**src/rtl/ram_256x8_pkg.sv**
```systemverilog
// Shared constants and types for the LCD text RAM: geometry, fill character
// and the post-reset clear sequencer states.
package ram_256x8_pkg;

  localparam int          RAM_ADDR_W    = 8;
  localparam int          RAM_DATA_W    = 8;
  localparam logic [7:0]  LCD_FILL_CHAR = 8'h20;

  typedef enum logic {
    CLEAR = 1'b0,
    READY = 1'b1
  } seq_state_e;

  function automatic int ram_depth(input int addr_w);
    return 1 << addr_w;
  endfunction

endpackage

```
**src/rtl/ram_256x8_if.sv**
```systemverilog
// Access port of the LCD text RAM: write side from the text producer, read
// side toward the display FSM, plus the clear-in-progress flag.
interface ram_256x8_if;
  import ram_256x8_pkg::*;

  logic                  write;
  logic [RAM_ADDR_W-1:0] addr;
  logic [RAM_DATA_W-1:0] din;
  logic [RAM_DATA_W-1:0] dout;
  logic                  init_busy;

  modport master (
    output write, addr, din,
    input  dout, init_busy
  );

  modport slave (
    input  write, addr, din,
    output dout, init_busy
  );

endinterface

```
**src/rtl/ram_core_sp.sv**
```systemverilog
// Plain single-port inferred RAM with a registered, read-first output so the
// array maps onto a block RAM primitive.
module ram_core_sp
  import ram_256x8_pkg::*;
#(
  parameter int ADDR_W = RAM_ADDR_W,
  parameter int DATA_W = RAM_DATA_W
) (
  input  logic              clk,
  input  logic              we_i,
  input  logic [ADDR_W-1:0] addr_i,
  input  logic [DATA_W-1:0] din_i,
  output logic [DATA_W-1:0] dout_o
);

  localparam int DEPTH = ram_depth(ADDR_W);

  logic [DATA_W-1:0] mem_q [DEPTH];
  logic [DATA_W-1:0] dout_q;

  // NOTE: the array and its read register carry no reset; a reset would stop
  // the tools from mapping them onto block RAM. Contents are initialised by
  // the clear sequencer through the write port instead.
  always_ff @(posedge clk) begin
    if (we_i) begin
      mem_q[addr_i] <= din_i;
    end
    dout_q <= mem_q[addr_i];
  end

  assign dout_o = dout_q;

endmodule

```
**src/rtl/ram_256x8.sv**
```systemverilog
// LCD text RAM top: after reset a sequencer fills every location with the fill
// character through the normal write port, then hands the port to the user.
module ram_256x8
  import ram_256x8_pkg::*;
#(
  parameter int              ADDR_W   = RAM_ADDR_W,
  parameter int              DATA_W   = RAM_DATA_W,
  parameter logic [DATA_W-1:0] FILL_VAL = LCD_FILL_CHAR
) (
  input  logic        clk,
  input  logic        rst_n,
  ram_256x8_if.slave  bus
);

  localparam logic [ADDR_W-1:0] LAST_ADDR = '1;

  seq_state_e        state_q;
  logic [ADDR_W-1:0] ptr_q;
  logic              busy_q;
  logic              rd_ok_q;

  logic              clearing;
  logic              core_we;
  logic [ADDR_W-1:0] core_addr;
  logic [DATA_W-1:0] core_din;
  logic [DATA_W-1:0] core_dout;

  // NOTE: every register here is assigned with <= so all state updates see
  // the pre-edge values, matching the hardware regardless of statement order.
  always_ff @(posedge clk or negedge rst_n) begin
    if (!rst_n) begin
      state_q <= CLEAR;
      ptr_q   <= '0;
      busy_q  <= 1'b1;
      rd_ok_q <= 1'b0;
    end else begin
      // The read captured on this edge belongs to the user only if the port
      // was already handed over when the edge arrived.
      rd_ok_q <= (state_q == READY);
      case (state_q)
        CLEAR: begin
          ptr_q <= ptr_q + 1'b1;
          if (ptr_q == LAST_ADDR) begin
            state_q <= READY;
            busy_q  <= 1'b0;
          end
        end
        READY: begin
          ptr_q <= '0;
        end
        default: begin
          state_q <= CLEAR;
          ptr_q   <= '0;
          busy_q  <= 1'b1;
        end
      endcase
    end
  end

  // Port mux: the sequencer owns the RAM while clearing, so user writes are
  // dropped and a reset asserted mid-write cancels it immediately.
  assign clearing  = (state_q == CLEAR);
  assign core_we   = clearing ? 1'b1     : bus.write;
  assign core_addr = clearing ? ptr_q    : bus.addr;
  assign core_din  = clearing ? FILL_VAL : bus.din;

  ram_core_sp #(
    .ADDR_W (ADDR_W),
    .DATA_W (DATA_W)
  ) u_core (
    .clk    (clk),
    .we_i   (core_we),
    .addr_i (core_addr),
    .din_i  (core_din),
    .dout_o (core_dout)
  );

  // The core read register has no reset; qualifying it with a reset flop
  // gives dout = 0 during reset and clear without touching the block RAM.
  assign bus.dout      = rd_ok_q ? core_dout : '0;
  assign bus.init_busy = busy_q;

endmodule

```
**src/flat_wrapper.sv**
```systemverilog
// flat-port wrapper written by rule: the top's interface ports become plain ports
module ram_256x8_flat import ram_256x8_pkg::*;
#(
  parameter int              ADDR_W   = RAM_ADDR_W,
  parameter int              DATA_W   = RAM_DATA_W,
  parameter logic [DATA_W-1:0] FILL_VAL = LCD_FILL_CHAR
)
  (clk, rst_n, bus_write, bus_addr, bus_din, bus_dout, bus_init_busy);
  ram_256x8_if bus_i ();
  input  logic clk;
  input  logic rst_n;
  input wire logic [$bits(bus_i.write)-1:0] bus_write;
  input wire logic [$bits(bus_i.addr)-1:0] bus_addr;
  input wire logic [$bits(bus_i.din)-1:0] bus_din;
  output wire logic [$bits(bus_i.dout)-1:0] bus_dout;
  output wire logic [$bits(bus_i.init_busy)-1:0] bus_init_busy;
  assign bus_i.write = bus_write;
  assign bus_i.addr = bus_addr;
  assign bus_i.din = bus_din;
  assign bus_dout = bus_i.dout;
  assign bus_init_busy = bus_i.init_busy;
  ram_256x8 #(.ADDR_W(ADDR_W), .DATA_W(DATA_W), .FILL_VAL(FILL_VAL)) u_core (.clk(clk), .rst_n(rst_n), .bus(bus_i));
endmodule
```
**config.mk**
```make
export PLATFORM = sky130hd
export DESIGN_NAME = ram_256x8_flat
export DESIGN_NICKNAME = d
export VERILOG_FILES = /design/src/rtl/ram_256x8_pkg.sv /design/src/rtl/ram_256x8_if.sv /design/src/rtl/ram_core_sp.sv /design/src/rtl/ram_256x8.sv /design/src/flat_wrapper.sv
export SDC_FILE = /design/constraint.sdc
export NUM_CORES = 2
export LEC_CHECK = 0
export BUFFER_PORTS_ARGS = -buffer_cell sky130_fd_sc_hd__buf_2
export CAP_MARGIN = 15
export CORE_MARGIN = 2
export CORE_UTILIZATION = 30
export CTS_BUF_LIST = sky130_fd_sc_hd__clkbuf_8 sky130_fd_sc_hd__clkbuf_16
export CTS_CLUSTER_SIZE = 8
export DETAILED_ROUTE_END_ITERATION = 16
export GPL_TIMING_DRIVEN = 0
export PLACE_DENSITY = 0.48
export SLEW_MARGIN = 25
export SYNTH_ARGS = -nofsm -noshare
export SYNTH_HDL_FRONTEND = slang
export SYNTH_HIERARCHICAL = 1
export SYNTH_SLANG_ARGS = --single-unit
```
**constraint.sdc**
```tcl
create_clock -name clk -period 5.6 [get_ports clk]
set_input_delay 0.28 -clock clk [delete_from_list [all_inputs] [get_ports clk]]
set_output_delay 0.28 -clock clk [all_outputs]
set_load 0.02 [all_outputs]
```
Yosys cells after proc, flatten, opt, wreduce, memory -nomap -nowiden. Memories as Yosys holds them, arrays and structs flattened. A register that Yosys moved wholly into a read port is not among the register bits. Cells that the tools add are included.

Flip-flop bits (word level): 11. Bits in writable memories: 2048. Bits of input ports: 19. Output and inout bits: 9. Logic and storage cells: 18. Memories kept: 1.

Memories: u_core.u_core.mem_q (depth 256, width 8, rd ports 1, clocked after memory_dff 1, wr ports 1, RTL line ram_core_sp.sv:18) `logic [DATA_W-1:0] mem_q [DEPTH];`.

$add $sub $neg: 1. Equality and inequality tests: 1. Mux-type cells: 9. Bitwise logic cells: 1. Reduce and logical (&&, ||, !) cells: 1.

Operators with widths (count): 8-bit 2-to-1 mux (3); 8-bit case mux with 2 select lines (1); 8-bit by 1-bit adder with 8-bit output, second input constant (1); 8-bit equality test, second input constant (1); 1-bit 2-to-1 mux (5); 2-bit AND reduction (1); 1-bit NOT (1).

Depth between registers and ports, before layout.
Depth after elaboration: 3. Depth in mapped cells: 12. Depth with buffers taken out: 6.

Modules after synthesis. Netlist, hierarchy kept.

Modules (own cells, without submodules): ram_core_sp (times used 1, cells an instance 3547, area an instance 78492.8 um2, seq. area each 61659.1 um2); ram_256x8 (times used 1, cells an instance 70, area an instance 660.6 um2, seq. area each 276.5 um2).

Worst setup path before layout. OpenSTA, ideal clock, no wires.

Kind: register to register. Start point: register u_core.state_q. End point: memory u_core/u_core/mem_q[0][0] (netlist name), data pin. Setup time: 0.867 ns. Data arrival time: 3.839 ns. Required time: 4.733 ns. Path slack: 0.895 ns. Stages on the path, launching flop included: 3. Path buffers: 1. Clock period less this slack: 4.705 ns. Cells stage by stage: dfrtp_1 > clkbuf_1 > and2_1.

Word-level cells in the longest chain between the ends: 1.

RTL lines: start, declared (RTL line ram_256x8.sv:17) `seq_state_e state_q;`; start signal, assigned (RTL line ram_256x8.sv:32) `state_q <= CLEAR;`; start signal, assigned (RTL line ram_256x8.sv:44) `state_q <= READY;`; start signal, assigned (RTL line ram_256x8.sv:52) `state_q <= CLEAR;`; 8-bit 2-to-1 mux (RTL line ram_256x8.sv:65) `assign core_din = clearing ? FILL_VAL : bus.din;`; via u_core.core_din[0] (RTL line ram_256x8.sv:25) `logic [DATA_W-1:0] core_din;`; end, declared (RTL line ram_core_sp.sv:18).

The timed path passes the listed nets, and every way through them passes these cells.

Final worst setup path.
Start point: register u_core.state_q. End point: memory u_core/u_core/mem_q[100][3] (netlist name), enable pin.

Elaborated cells between the ends (all ways): 4. Those cells by class: mux: 4.

RTL lines: 8-bit 2-to-1 mux (RTL line ram_256x8.sv:64) `assign core_addr = clearing ? ptr_q : bus.addr;`; via u_core.core_addr[2] (RTL line ram_256x8.sv:24) `logic [ADDR_W-1:0] core_addr;`.

The timed path passes the listed nets, and every way through them passes these cells.

==> impl_metrics.yaml <==
run_status:
  outcome: "finished with violations"
  violations: "setup timing"
hold_path:
  worst_hold_path_type: "in -> reg"
  hold_depth: 2
  min-delay-start: "bus_din[6]"
  whs_endpoint: "u_core/u_core/mem_q[169][6]$_DFFE_PP_"
power:
  leakage_power_total_nw: 25.00
  power_density_nw_per_um2: 350.9
  power.share.clock_pct: 48.8
  p_sw_mw: 6.200
  peak_vdd_ir_v: 0.0002298
  swShare_pct: 18.89
  power.combinational.fraction_pct: 0.1
  report.power.total_mw: 32.83
  seqPwrFrac_pct: 51.1
  p_int_mw: 26.63
sta:
  f_max_mhz: 175.8
  final_period_minus_worst_setup_slack_ns: 5.689
  holdWs_ns: 0.06745
  slew_at_the_pin_closest_to_its_max_slew_limit_ns: 1.151
  skew_ns: 0.04691
  timing_max_transition_violations_final: 0
  setup_viols_final: 8
  worst_slew_margin_rel_pct: 22.29
  rsz0062_at_grt: "no"
  layout_worst_path_cycle_share_pct: 101.6
  layout_setup_ws_ns: -0.08881
  number_of_hold_slack_violations_in_the_final_timing_report: 0
floorplan:
  die_y_um: 517.7
  floorplan.initialDensity_pct: 30.15
  fp.dieW_um: 517.7
  fp.dieArea_um2: 268000
  core_area_um2: 262500
  rows: 188
  pin_count: 28
worst_setup_path:
  critical_path_required_ns: 6.14
  reg2regPathDepth: 11
  worstPathMaxFanout: 10
  regToRegStartpoint: "u_core/state_q$_DFF_PN0_"
  cp-start-kind: "flop"
  r2r_end: "u_core/u_core/mem_q[100][3]$_DFFE_PP_"
  setup.reg_to_reg.worst_slack_ns: -0.09
  setup.worst_path.end_class: "flop"
  timing.critical_path.arrival_ns: 6.23
  critical_path_class: "reg -> reg"
global_routing:
  gr-total-overflow: 0
  use_met2_pct: 28.90
  number_of_antenna_violations_at_the_first_check_in_global_routing: 8
  grt_first_pass_wirelength_um: 329700
  grt.met1_usage_pct: 23.23
  pin_count_of_the_biggest_net_entering_global_routing: 66
  met3_track_demand_over_resource_pct: 3.450
  globalRoute.busiestLayer: "met2"
  grt_use_total_pct: 17.60
  first_global_vias: 40730
finish:
  area_delta_synth_final_pct: 18.19
  area.sequential_um2: 61940
  fillCellCount: 24370
  drive_above_1_share_pct: 26.87
  multi_input_logic_area_um2: 16380
  design.final.nets: 4043
synthesis:
  yosys_warnings: 6
  synth.avg_cell_area_um2: 21.88
  synth_seq_cells: 2067
  ys_seq_area_share_pct: 78.25
  ys_types: 33
  syn-cell-area_um2: 79150
  synth_nets: 3637
  synthesis.instances: 3617
placed_design:
  buffer_ports.inserted: 27
  dp.final_hpwl_um: 163100
  gpl.final_weighted_congestion: 0.8607
routing:
  drt_first_iter_violations: 4523
  vias: 39570
  ant_nets: 0
  wl_um: 240000
  length_of_the_first_detailed_routing_pass_in_iterations: 6
  drt_drc_violations_left: 0
  route.detailed.vias_per_inst: 5.222
  routed_wire_length_per_instance_um: 31.67
clocking:
  clockRootBuffer: "sky130_fd_sc_hd__clkbuf_16"
  cts_tree: "yes"
  cts_max_path_buffers: 4
  clock_sink_count: 2067
  cts_made_buffers: 309
  clkTransAtPathRegs_ns: 0.05
  clk-insertion-delay-late_ns: 0.91
  clock_tree.htree_level_count: 5
job:
  maxCapViolCount: 0
-- per-layer routing --
layer | share of wire [%] | wire length, um
met1 | 41 | 97830
met3 | 6.7 | 16120
met2 | 49 | 117400
met4 | 3.6 | 8608
met5 | 0 | 0
-- sequential cells by signal, indices dropped and copies added (netlist names) --
signal	flops
u_core/u_core/mem_q	2048
u_core/ptr_q	8
u_core/u_core/dout_o	8
u_core/bus.init_busy	1
u_core/rd_ok_q	1
u_core/state_q	1
-- power groups by stage --
stage | registers (mW) | logic [mW] | clock network, mW
after floorplan | 17.1 | 0.000246 | 0
after global placement | 17.1 | 0.0173 | 0
after detailed placement | 17.1 | 0.0174 | 0
after CTS | 16.8 | 0.0225 | 16.4
after global routing | 16.8 | 0.0217 | 17.0
final | 16.8 | 0.0222 | 16.0
-- layout make-up --
cell class              instances  area share [%]
multi-input cells            1314           17.51
well taps                    3515           4.701
diodes                          2        0.005350
inverters                       1        0.004012
repair buffers                 96           1.736
flip-flops and latches       2067           66.21
plain buffers                 234           1.220
clock buffers                 314           8.399
clock inverters                34          0.2193
-- synth_stat cells --
cell | count | share of area (%)
sky130_fd_sc_hd__and2_1 | 18 | 0.14
sky130_fd_sc_hd__nand3_1 | 16 | 0.10
sky130_fd_sc_hd__buf_4 | 16 | 0.15
sky130_fd_sc_hd__inv_1 | 1 | 0.0047
sky130_fd_sc_hd__buf_2 | 37 | 0.23
sky130_fd_sc_hd__nand2b_1 | 10 | 0.079
sky130_fd_sc_hd__dfxtp_1 | 8 | 0.20
sky130_fd_sc_hd__nor2_1 | 236 | 1.1
sky130_fd_sc_hd__nor3_1 | 30 | 0.19
sky130_fd_sc_hd__clkbuf_1 | 147 | 0.70
sky130_fd_sc_hd__xor2_1 | 2 | 0.022
sky130_fd_sc_hd__dfrtp_1 | 10 | 0.32
sky130_fd_sc_hd__buf_1 | 19 | 0.090
sky130_fd_sc_hd__o31a_1 | 1 | 0.011
sky130_fd_sc_hd__mux4_2 | 512 | 15
sky130_fd_sc_hd__or2_2 | 2 | 0.016
sky130_fd_sc_hd__o41ai_1 | 32 | 0.35
sky130_fd_sc_hd__buf_6 | 16 | 0.23
sky130_fd_sc_hd__dfstp_2 | 1 | 0.033
sky130_fd_sc_hd__nand4_1 | 8 | 0.063
sky130_fd_sc_hd__xnor2_1 | 1 | 0.011
sky130_fd_sc_hd__o21bai_1 | 1 | 0.0095
sky130_fd_sc_hd__a21oi_1 | 131 | 0.83
sky130_fd_sc_hd__a22oi_1 | 256 | 2.4
sky130_fd_sc_hd__ha_1 | 1 | 0.016
sky130_fd_sc_hd__nand4_2 | 1 | 0.016
sky130_fd_sc_hd__mux2_2 | 6 | 0.085
sky130_fd_sc_hd__nor2b_1 | 8 | 0.063
sky130_fd_sc_hd__nand2_1 | 34 | 0.16
sky130_fd_sc_hd__edfxtp_1 | 2048 | 78
sky130_fd_sc_hd__or3_1 | 4 | 0.032
sky130_fd_sc_hd__nand3_2 | 1 | 0.013
sky130_fd_sc_hd__o21ai_0 | 3 | 0.019
-- placed cells by master, fill, tap and decap left out, types with 24 or more instances in the layout --
| cell | count |
|---|---|
| sky130_fd_sc_hd__clkbuf_2 | 25 |
| sky130_fd_sc_hd__mux4_2 | 512 |
| sky130_fd_sc_hd__nand2_1 | 33 |
| sky130_fd_sc_hd__o41ai_1 | 24 |
| sky130_fd_sc_hd__clkbuf_1 | 121 |
| sky130_fd_sc_hd__nor3_2 | 30 |
| sky130_fd_sc_hd__buf_2 | 68 |
| sky130_fd_sc_hd__edfxtp_1 | 2048 |
| sky130_fd_sc_hd__inv_1 | 24 |
| sky130_fd_sc_hd__clkbuf_16 | 314 |
| sky130_fd_sc_hd__nor2_1 | 227 |
| sky130_fd_sc_hd__buf_16 | 40 |
| sky130_fd_sc_hd__a21oi_1 | 131 |
| sky130_fd_sc_hd__a22oi_1 | 256 |
| sky130_fd_sc_hd__buf_4 | 25 |
-- through the flow --
| stage | utilization [%] | instances | area (um^2) | TNS [ns] | worst slack [ns] |
|---|---|---|---|---|---|
| after floorplan | - | 3617 | 79150 | 0 | 0.8947 |
| after global placement | 31.88 | 7159 | 83690 | - | -4.988 |
| after detailed placement | 32.52 | 7220 | 85370 | -198.02 | -0.6554 |
| after CTS | 35.63 | 7575 | 93520 | 0 | 0.01685 |
| after global routing | 35.64 | 7576 | 93550 | 0 | 0.008634 |
| final | 35.64 | 7577 | 93550 | -0.6873 | -0.08881 |
-- repair_timing --
item,in CTS,in global routing
pin swaps,0,0
buffers inserted,0,0
hold buffers,8,0
endpoints found under the setup margin,850,117
cloned,0,0
gates resized for setup,6,8
endpoints found under the hold margin,89,0
-- critical path, stage by stage, from the launching register on --
cell	delay [ns]
sky130_fd_sc_hd__dfrtp_1	0.38
sky130_fd_sc_hd__buf_2	0.20
sky130_fd_sc_hd__mux2_2	0.24
sky130_fd_sc_hd__buf_2	0.37
sky130_fd_sc_hd__nor2b_1	0.18
sky130_fd_sc_hd__clkbuf_2	0.44
sky130_fd_sc_hd__buf_2	0.56
sky130_fd_sc_hd__buf_1	0.62
sky130_fd_sc_hd__nand3_1	0.73
sky130_fd_sc_hd__clkbuf_2	0.59
sky130_fd_sc_hd__buf_16	0.30
sky130_fd_sc_hd__nor2_1	0.66
-- logic make-up (layout without fill, tap and decap cells) --
| group | Yosys count | after routing | synth area share [%] |
|---|---|---|---|
| other cells | 0 | 2 | 0 |
| simple gates | 368 | 368 | 1.995 |
| mux | 518 | 518 | 14.65 |
| compound gates | 424 | 424 | 3.650 |
| buf+inv | 236 | 679 | 1.405 |
| xor+xnor | 3 | 3 | 0.03320 |
| flops | 2067 | 2067 | 78.25 |
| fa+ha+maj | 1 | 1 | 0.01580 |
-- worst max path at each step --
stage / start / end / slack (ns)
global placement: u_core/state_q$_DFF_PN0_ / u_core/u_core/mem_q[120][3]$_DFFE_PP_ / -4.99
floorplan: u_core/state_q$_DFF_PN0_ / u_core/u_core/mem_q[0][0]$_DFFE_PP_ / 0.89
detailed placement: u_core/state_q$_DFF_PN0_ / u_core/u_core/mem_q[116][2]$_DFFE_PP_ / -0.66
CTS: u_core/state_q$_DFF_PN0_ / u_core/u_core/mem_q[228][3]$_DFFE_PP_ / 0.02
global route: u_core/state_q$_DFF_PN0_ / u_core/u_core/mem_q[93][6]$_DFFE_PP_ / 0.009
finish: u_core/state_q$_DFF_PN0_ / u_core/u_core/mem_q[100][3]$_DFFE_PP_ / -0.09
No activity file was read; power rests on OpenSTA's default activity.
